### src/rtl/fetch_unit.sv
// Instruction fetch stage: streams words from a combinational instruction memory
// into a one-entry valid/ready output register, with redirect and halt handling.
module fetch_unit #(
    parameter logic [7:0] RESET_PC = 8'h00,
    parameter logic [7:0] HLT_WORD = 8'h00
) (
    input  logic       clk,
    input  logic       rst,
    output logic [7:0] imem_addr,
    input  logic [7:0] imem_data,
    input  logic       redirect_valid,
    input  logic [7:0] redirect_addr,
    output logic [7:0] instr,
    output logic [7:0] instr_pc,
    output logic       instr_valid,
    input  logic       instr_ready,
    output logic       halted
);

    typedef enum logic {
        S_RUN  = 1'b0,
        S_HALT = 1'b1
    } state_t;

    state_t     r_state;
    logic [7:0] r_pc;
    logic [7:0] r_instr;
    logic [7:0] r_instr_pc;
    logic       r_valid;

    logic       w_slot_free;
    logic       w_is_halt;

    // The output slot can take a new word when empty or being drained this edge.
    assign w_slot_free = !r_valid || instr_ready;
    assign w_is_halt   = (imem_data == HLT_WORD);

    always_ff @(posedge clk) begin
        if (rst) begin
            r_state    <= S_RUN;
            r_pc       <= RESET_PC;
            r_instr    <= 8'h00;
            r_instr_pc <= 8'h00;
            r_valid    <= 1'b0;
        end else if (redirect_valid) begin
            r_state <= S_RUN;
            r_pc    <= redirect_addr;
            r_valid <= 1'b0;
        end else begin
            case (r_state)
                S_RUN: begin
                    if (w_slot_free) begin
                        r_instr    <= imem_data;
                        r_instr_pc <= r_pc;
                        r_valid    <= 1'b1;
                        r_pc       <= r_pc + 8'd1;
                        if (w_is_halt) begin
                            r_state <= S_HALT;
                        end
                    end
                end
                S_HALT: begin
                    // The halt word itself still has to drain to decode.
                    if (r_valid && instr_ready) begin
                        r_valid <= 1'b0;
                    end
                end
                default: begin
                    r_state <= S_RUN;
                end
            endcase
        end
    end

    assign imem_addr   = r_pc;
    assign instr       = r_instr;
    assign instr_pc    = r_instr_pc;
    assign instr_valid = r_valid;
    assign halted      = (r_state == S_HALT);

endmodule

### config.mk
export PLATFORM = sky130hd
export DESIGN_NAME = fetch_unit
export DESIGN_NICKNAME = d
export VERILOG_FILES = /design/src/rtl/fetch_unit.sv
export SDC_FILE = /design/constraint.sdc
export NUM_CORES = 1
export LEC_CHECK = 0
export CORE_ASPECT_RATIO = 0.6
export CORE_UTILIZATION = 43
export CTS_CLUSTER_SIZE = 12
export DETAILED_ROUTE_END_ITERATION = 8
export PLACE_DENSITY = 0.74
export SETUP_SLACK_MARGIN = 0.15
export SLEW_MARGIN = 10
export SYNTH_ARGS = -nofsm -noshare
export SYNTH_HDL_FRONTEND = slang
export SYNTH_SLANG_ARGS = --single-unit
### constraint.sdc
create_clock -name clk -period 1.8 [get_ports clk]
set_input_delay 0.54 -clock clk [delete_from_list [all_inputs] [get_ports clk]]
set_output_delay 0.54 -clock clk [all_outputs]
set_load 0.02 [all_outputs]
==> reports/metrics.cfg <==
[synthesis]
synth.distinct_cells=35
synth_fp_nets=165
synth_seq_area_share=0.416
synth.cell_area_sq_mm=0.00125
synth_enable_flop_cells=0
synthArstFlopShare=0
yosys_most_used_dff=dfxtp_1
yosys_warnings=0
ys_ff_latch=26
post_synth_inst_count=144
post-synth-top-area-fraction=0.416
post_synth_main_area_contributors=dfxtp_1, o31ai_1, nand4_1
yosys.area.top_type=dfxtp_1
avgSynthCellArea_sq_um=8.70

[global_route]
grt.overflow.total=0
global_route.usage.total=0.255
grt_first_pass_wirelength_mm=6.18
initial_antenna_violation_count=0
largest_net_degree_at_the_start_of_global_routing=19
grt_pass1_vias=1300

[placement]
place.detailed.hpwl_mm=2.84
routabilityCongestion=0.825
pre_cts_ws_ps=-260
place_area_sq_mm=0.00181
placed_cells_incl_taps=223
io_buffer_count=45

[worst_setup_path]
cp_cell_sequence=clkdlybuf4s15_1
ff2ff_setup_slack_ps=230
kind_of_capture_point_of_the_worst_setup_path=output pin
required_ps=1260
cpLargestDelayFamily=flip-flops
critPathSlowestCell=dfxtp_1
path_class=reg2out
critical_path.max_fanout=5
worst-path-buf-inv=1
startpoint_type=flop
cpPeakStageDelay_ps=440
worst-endpoint-arrival_ps=1050

[sta]
final_max_slew_viol_count=0
period_minus_slack_ps=1590
setup-tns-final_ps=0
tightest_slew_ps=335
holdWs_ps=473
timing.slew.headroom=0.773
timing.final.setup_violations=0
period_share=0.886
final_critical_path_setup_slack_ps=205
timing.fmax_ghz=0.627
final_hold_viol_count=0
setup_repair_after_global_routing_missed_its_margin=false
finalClockSkew_ps=1.34

[die]
placeableCoreArea_sq_mm=0.00263
die_h_um=43.8
design.portCount=46
floorplan.die_area_sq_mm=0.00314
std_cell_rows=14
die_width_um=71.7
initial_core_util=0.477

[clocking]
worst_setup_hold_path_clk_slew_ps=90
clock_tree.root_cell=clkbuf_8
hold_buffers=0
cts_inserted_buffers=3
clock_tree_from_tritoncts=yes
cts.path.max_buffers=2
post-cts-setup-buffers=0
clk-insertion-delay-late_ps=260
cts_htree_levels=1
number_of_clock_sinks_seen_by_cts=26

[cells_and_area]
fin_nets=217
area_growth_pct=46.5
sequential_cell_area_sq_um=522
num_antenna_cells=0
multiInputGateArea_sq_um=641
layout.filler_cells=233
instances_no_fill=227
post-route-cell-area_sq_mm=0.00183
layout-drive-gt1-share=0.133

[power]
worst_ir_drop_vdd_mv=0.572
power_density_mw_per_mm2=694
power.static_leakage_nw=0.790

[detailed_routing]
wl_per_cell_um=17.0
drtIter0Drc=88
post-route-drc-count=0
via_count=1375
firstDrtPassIters=4
postRouteAntennaNets=0
drt_wl_total_mm=3.87
via_per_inst=6.06

[min_path]
worst_hold_path_type=reg2reg

[run_status]
outcome=complete, no violations

[job]
maxCapViolations=0

cell usage in the layout, fill, tap and decap left out, drive strengths merged, types with 4 or more instances in the layout:
| master | synthesis | layout |
|---|---|---|
| a21oi | 18 | 18 |
| nand4 | 16 | 16 |
| a311oi | 6 | 6 |
| dlygate4sd2 | 0 | 25 |
| o31ai | 19 | 19 |
| buf | 8 | 19 |
| nor2 | 7 | 7 |
| clkbuf | 9 | 4 |
| clkdlybuf4s50 | 0 | 18 |
| dfxtp | 26 | 26 |
flip-flops by register name, indices dropped and copies added, names as in the netlist:
signal	cells
halted	1
imem_addr	8
instr	8
instr_pc	8
instr_valid	1
power breakdown:
| group | internal [mW] | leakage [nW] | switching, mW |
|---|---|---|---|
| registers | 0.608 | 0.214 | 0.0259 |
| clock network | 0.195 | 0.0288 | 0.173 |
| logic | 0.126 | 0.547 | 0.144 |
| total | 0.929 | 0.790 | 0.343 |
through the flow:
stage	util	power, mW
final	0.698	1.27
after global routing	0.698	1.33
after CTS	0.696	1.28
after detailed placement	0.688	0.936
after global placement	0.688	0.928
after floorplan	-	0.776
final cells by class:
cell class	instances	share of cell area
Inverter	4	0.00819
Clock buffer	4	0.0300
Timing Repair Buffer	64	0.306
Multi-Input combinational cell	97	0.349
Sequential cell	26	0.284
Tap cell	32	0.0218
path summary, 6_finish.rpt:
kind,from,to,depth (start not counted)
setup / recovery,imem_addr[6],imem_addr[6],1
hold reg to reg,instr_pc[4],instr_pc[4],2
setup reg to reg,imem_addr[0],imem_addr[4],4
hold / removal,instr_pc[4],instr_pc[4],2
kinds of logic after synthesis:
family	Yosys count	share of synthesized area
and+or+nand+nor	41	0.202
AOI/OAI and AO/OA	55	0.299
DFF	26	0.416
adders and majority gates	1	0.00999
buffers and inverters	21	0.0739
layer usage:
metal / global-route usage / up-vias / part of all wire
met4: 0.0235 / 0 / 0
met5: 0 / - / 0
met1: 0.384 / 658 / 0.49
met3: 0.0535 / 0 / 0.070
li1: - / 668 / -
met2: 0.391 / 49 / 0.44
repair_timing:
| item | CTS | global route |
|---|---|---|
| gates cloned | 0 | 0 |
| setup endpoints to repair | 32 | 4 |
| pin swaps | 1 | 0 |
| gates resized for setup | 27 | 4 |
Yosys cell counts, types with 2 or more instances:
cell type  count
dfxtp_1       26
o31ai_1       19
a21oi_1       18
nand4_1       16
clkbuf_1       9
nor2_1         7
a311oi_1       6
buf_2          5
inv_1          3
o21ai_0        3
or4_1          3
a211oi_1       2
buf_1          2
nand3_1        2
nor4_1         2
or3_1          2
(Power assumes the default switching activity.)
==> patch: new RTL, config.mk and constraints unchanged <==
Make the reset (`rst`) asynchronous in one clocked block.
--- a/src/rtl/fetch_unit.sv
+++ b/src/rtl/fetch_unit.sv
@@ -37,3 +37,3 @@
 
-    always_ff @(posedge clk) begin
+    always_ff @(posedge clk or posedge rst) begin
         if (rst) begin
Function: differs if rst is asserted again (counterexample within 4 cycles, from zero or initial values and one cycle with rst high); with rst held inactive, the same outputs for 10 cycles.
==> patch against the unedited design <==
  * Power increased by 25%
  * Via count decreased by 35%
  * Sequential share of layout area increased by 8.2 points
  * Largest cell class is now registers
  * Setup slack got worse by 0.011 ns
  * Sequential cell count unchanged
  * Critical endpoint is now imem_addr[5]
  * Area after synthesis decreased by 5.7%
  * Routed wire length decreased by 32%
  * Clock skew increased by 0.0019 ns
  * Hold slack improved by 0.033 ns
  * Combinational power increased by 84%
  * Synthesized cell count decreased by 34%
  * Design area decreased by 3.2%
  * Non-clock buffer count decreased by 7
==> patch: results (changes against the unedited design) <==
- Outcome: finished clean
- Crit path arrival time: 1.07 ns (+0.02 ns)
- Largest net degree at the start of global routing: 27 (+8)
- Layout net count: 173 (-20%)
- Number of global-route vias before repair: 915 (-30%)
- Routed wire length: 2650 um (-32%)
- Internal Pwr Total: 1100 uW (+19%)
- Most used DFF post-synth: dfrtp_1
- Global-route wire length before repair: 4490 um (-27%)
- NetSw: 483 uW (+41%)
- Wire per inst: 14.5 um (-15%)
- Core area: 0.00256 sq mm (-2.7%)
- Comb pwr: 498 uW (+84%)
- XOR/XNOR Fraction of Synth Area: 0.0445 (+0.0445)
- Mapped Nets: 116 (-30%)
- Post-synthesis adder-cell area fraction: 0.0106 (+0.000603)
- Dpl hpwl: 1990 um (-30%)
- Post-synth top cells: 26 x dfrtp_1, 17 x mux2_2, 9 x nand2_1
- Cell Area, Placed: 0.00173 sq mm (-4.6%)
- Ranking of synthesized cells by area: dfrtp_1 55%, mux2_2 16%, xnor2_1 3.7%
- Via density: 4.87 (-20%)
- Slack of the worst reg-to-reg path: 0.40 ns (+0.17 ns)
- Leakage: 0.000811 uW (+2.6%)
- Register area: 651 sq um (+25%)
- Initial DRC Count: 26 (-70%)
- Clock Skews: 0.00328 ns (+0.00194 ns)
- Avg Cell Area, Syn: 12.4 sq um (+43%)
[patch: cell types whose count changed in the layout (fill, tap and decap cells not counted), sizes merged, moves of 8 or more]
cell	before	now
a21oi	18	1
dfrtp	0	26
dfxtp	26	0
mux2	0	17
nand2	1	9
nand4	16	1
o31ai	19	0
[patch: cell type report]
class                           count  area share
Sequential cell                    26       0.366
Tap cell                           32      0.0226
Clock buffer                        4      0.0310
Inverter                            1     0.00211
Timing Repair Buffer               57       0.293
Multi-Input combinational cell     63       0.285
[patch: routing by layer]
layer  up-vias  global-route usage  wire length [um]
met3         0              0.0649               104
met2        23               0.303              1190
met5         -                   0                 0
met1       425               0.285              1360
met4         0              0.0280                 0
li1        444                   -                 -
[patch: worst paths after layout]
path                              start            to  cells past startpoint
max                        imem_addr[5]  imem_addr[5]                      1
min                            instr[3]      instr[3]                      1
max reg2reg                 instr_valid      instr[0]                      4
min reg2reg                    instr[3]      instr[3]                      1
max in group asynchronous           rst  imem_addr[2]                      3
min in group asynchronous           rst      instr[3]                      3
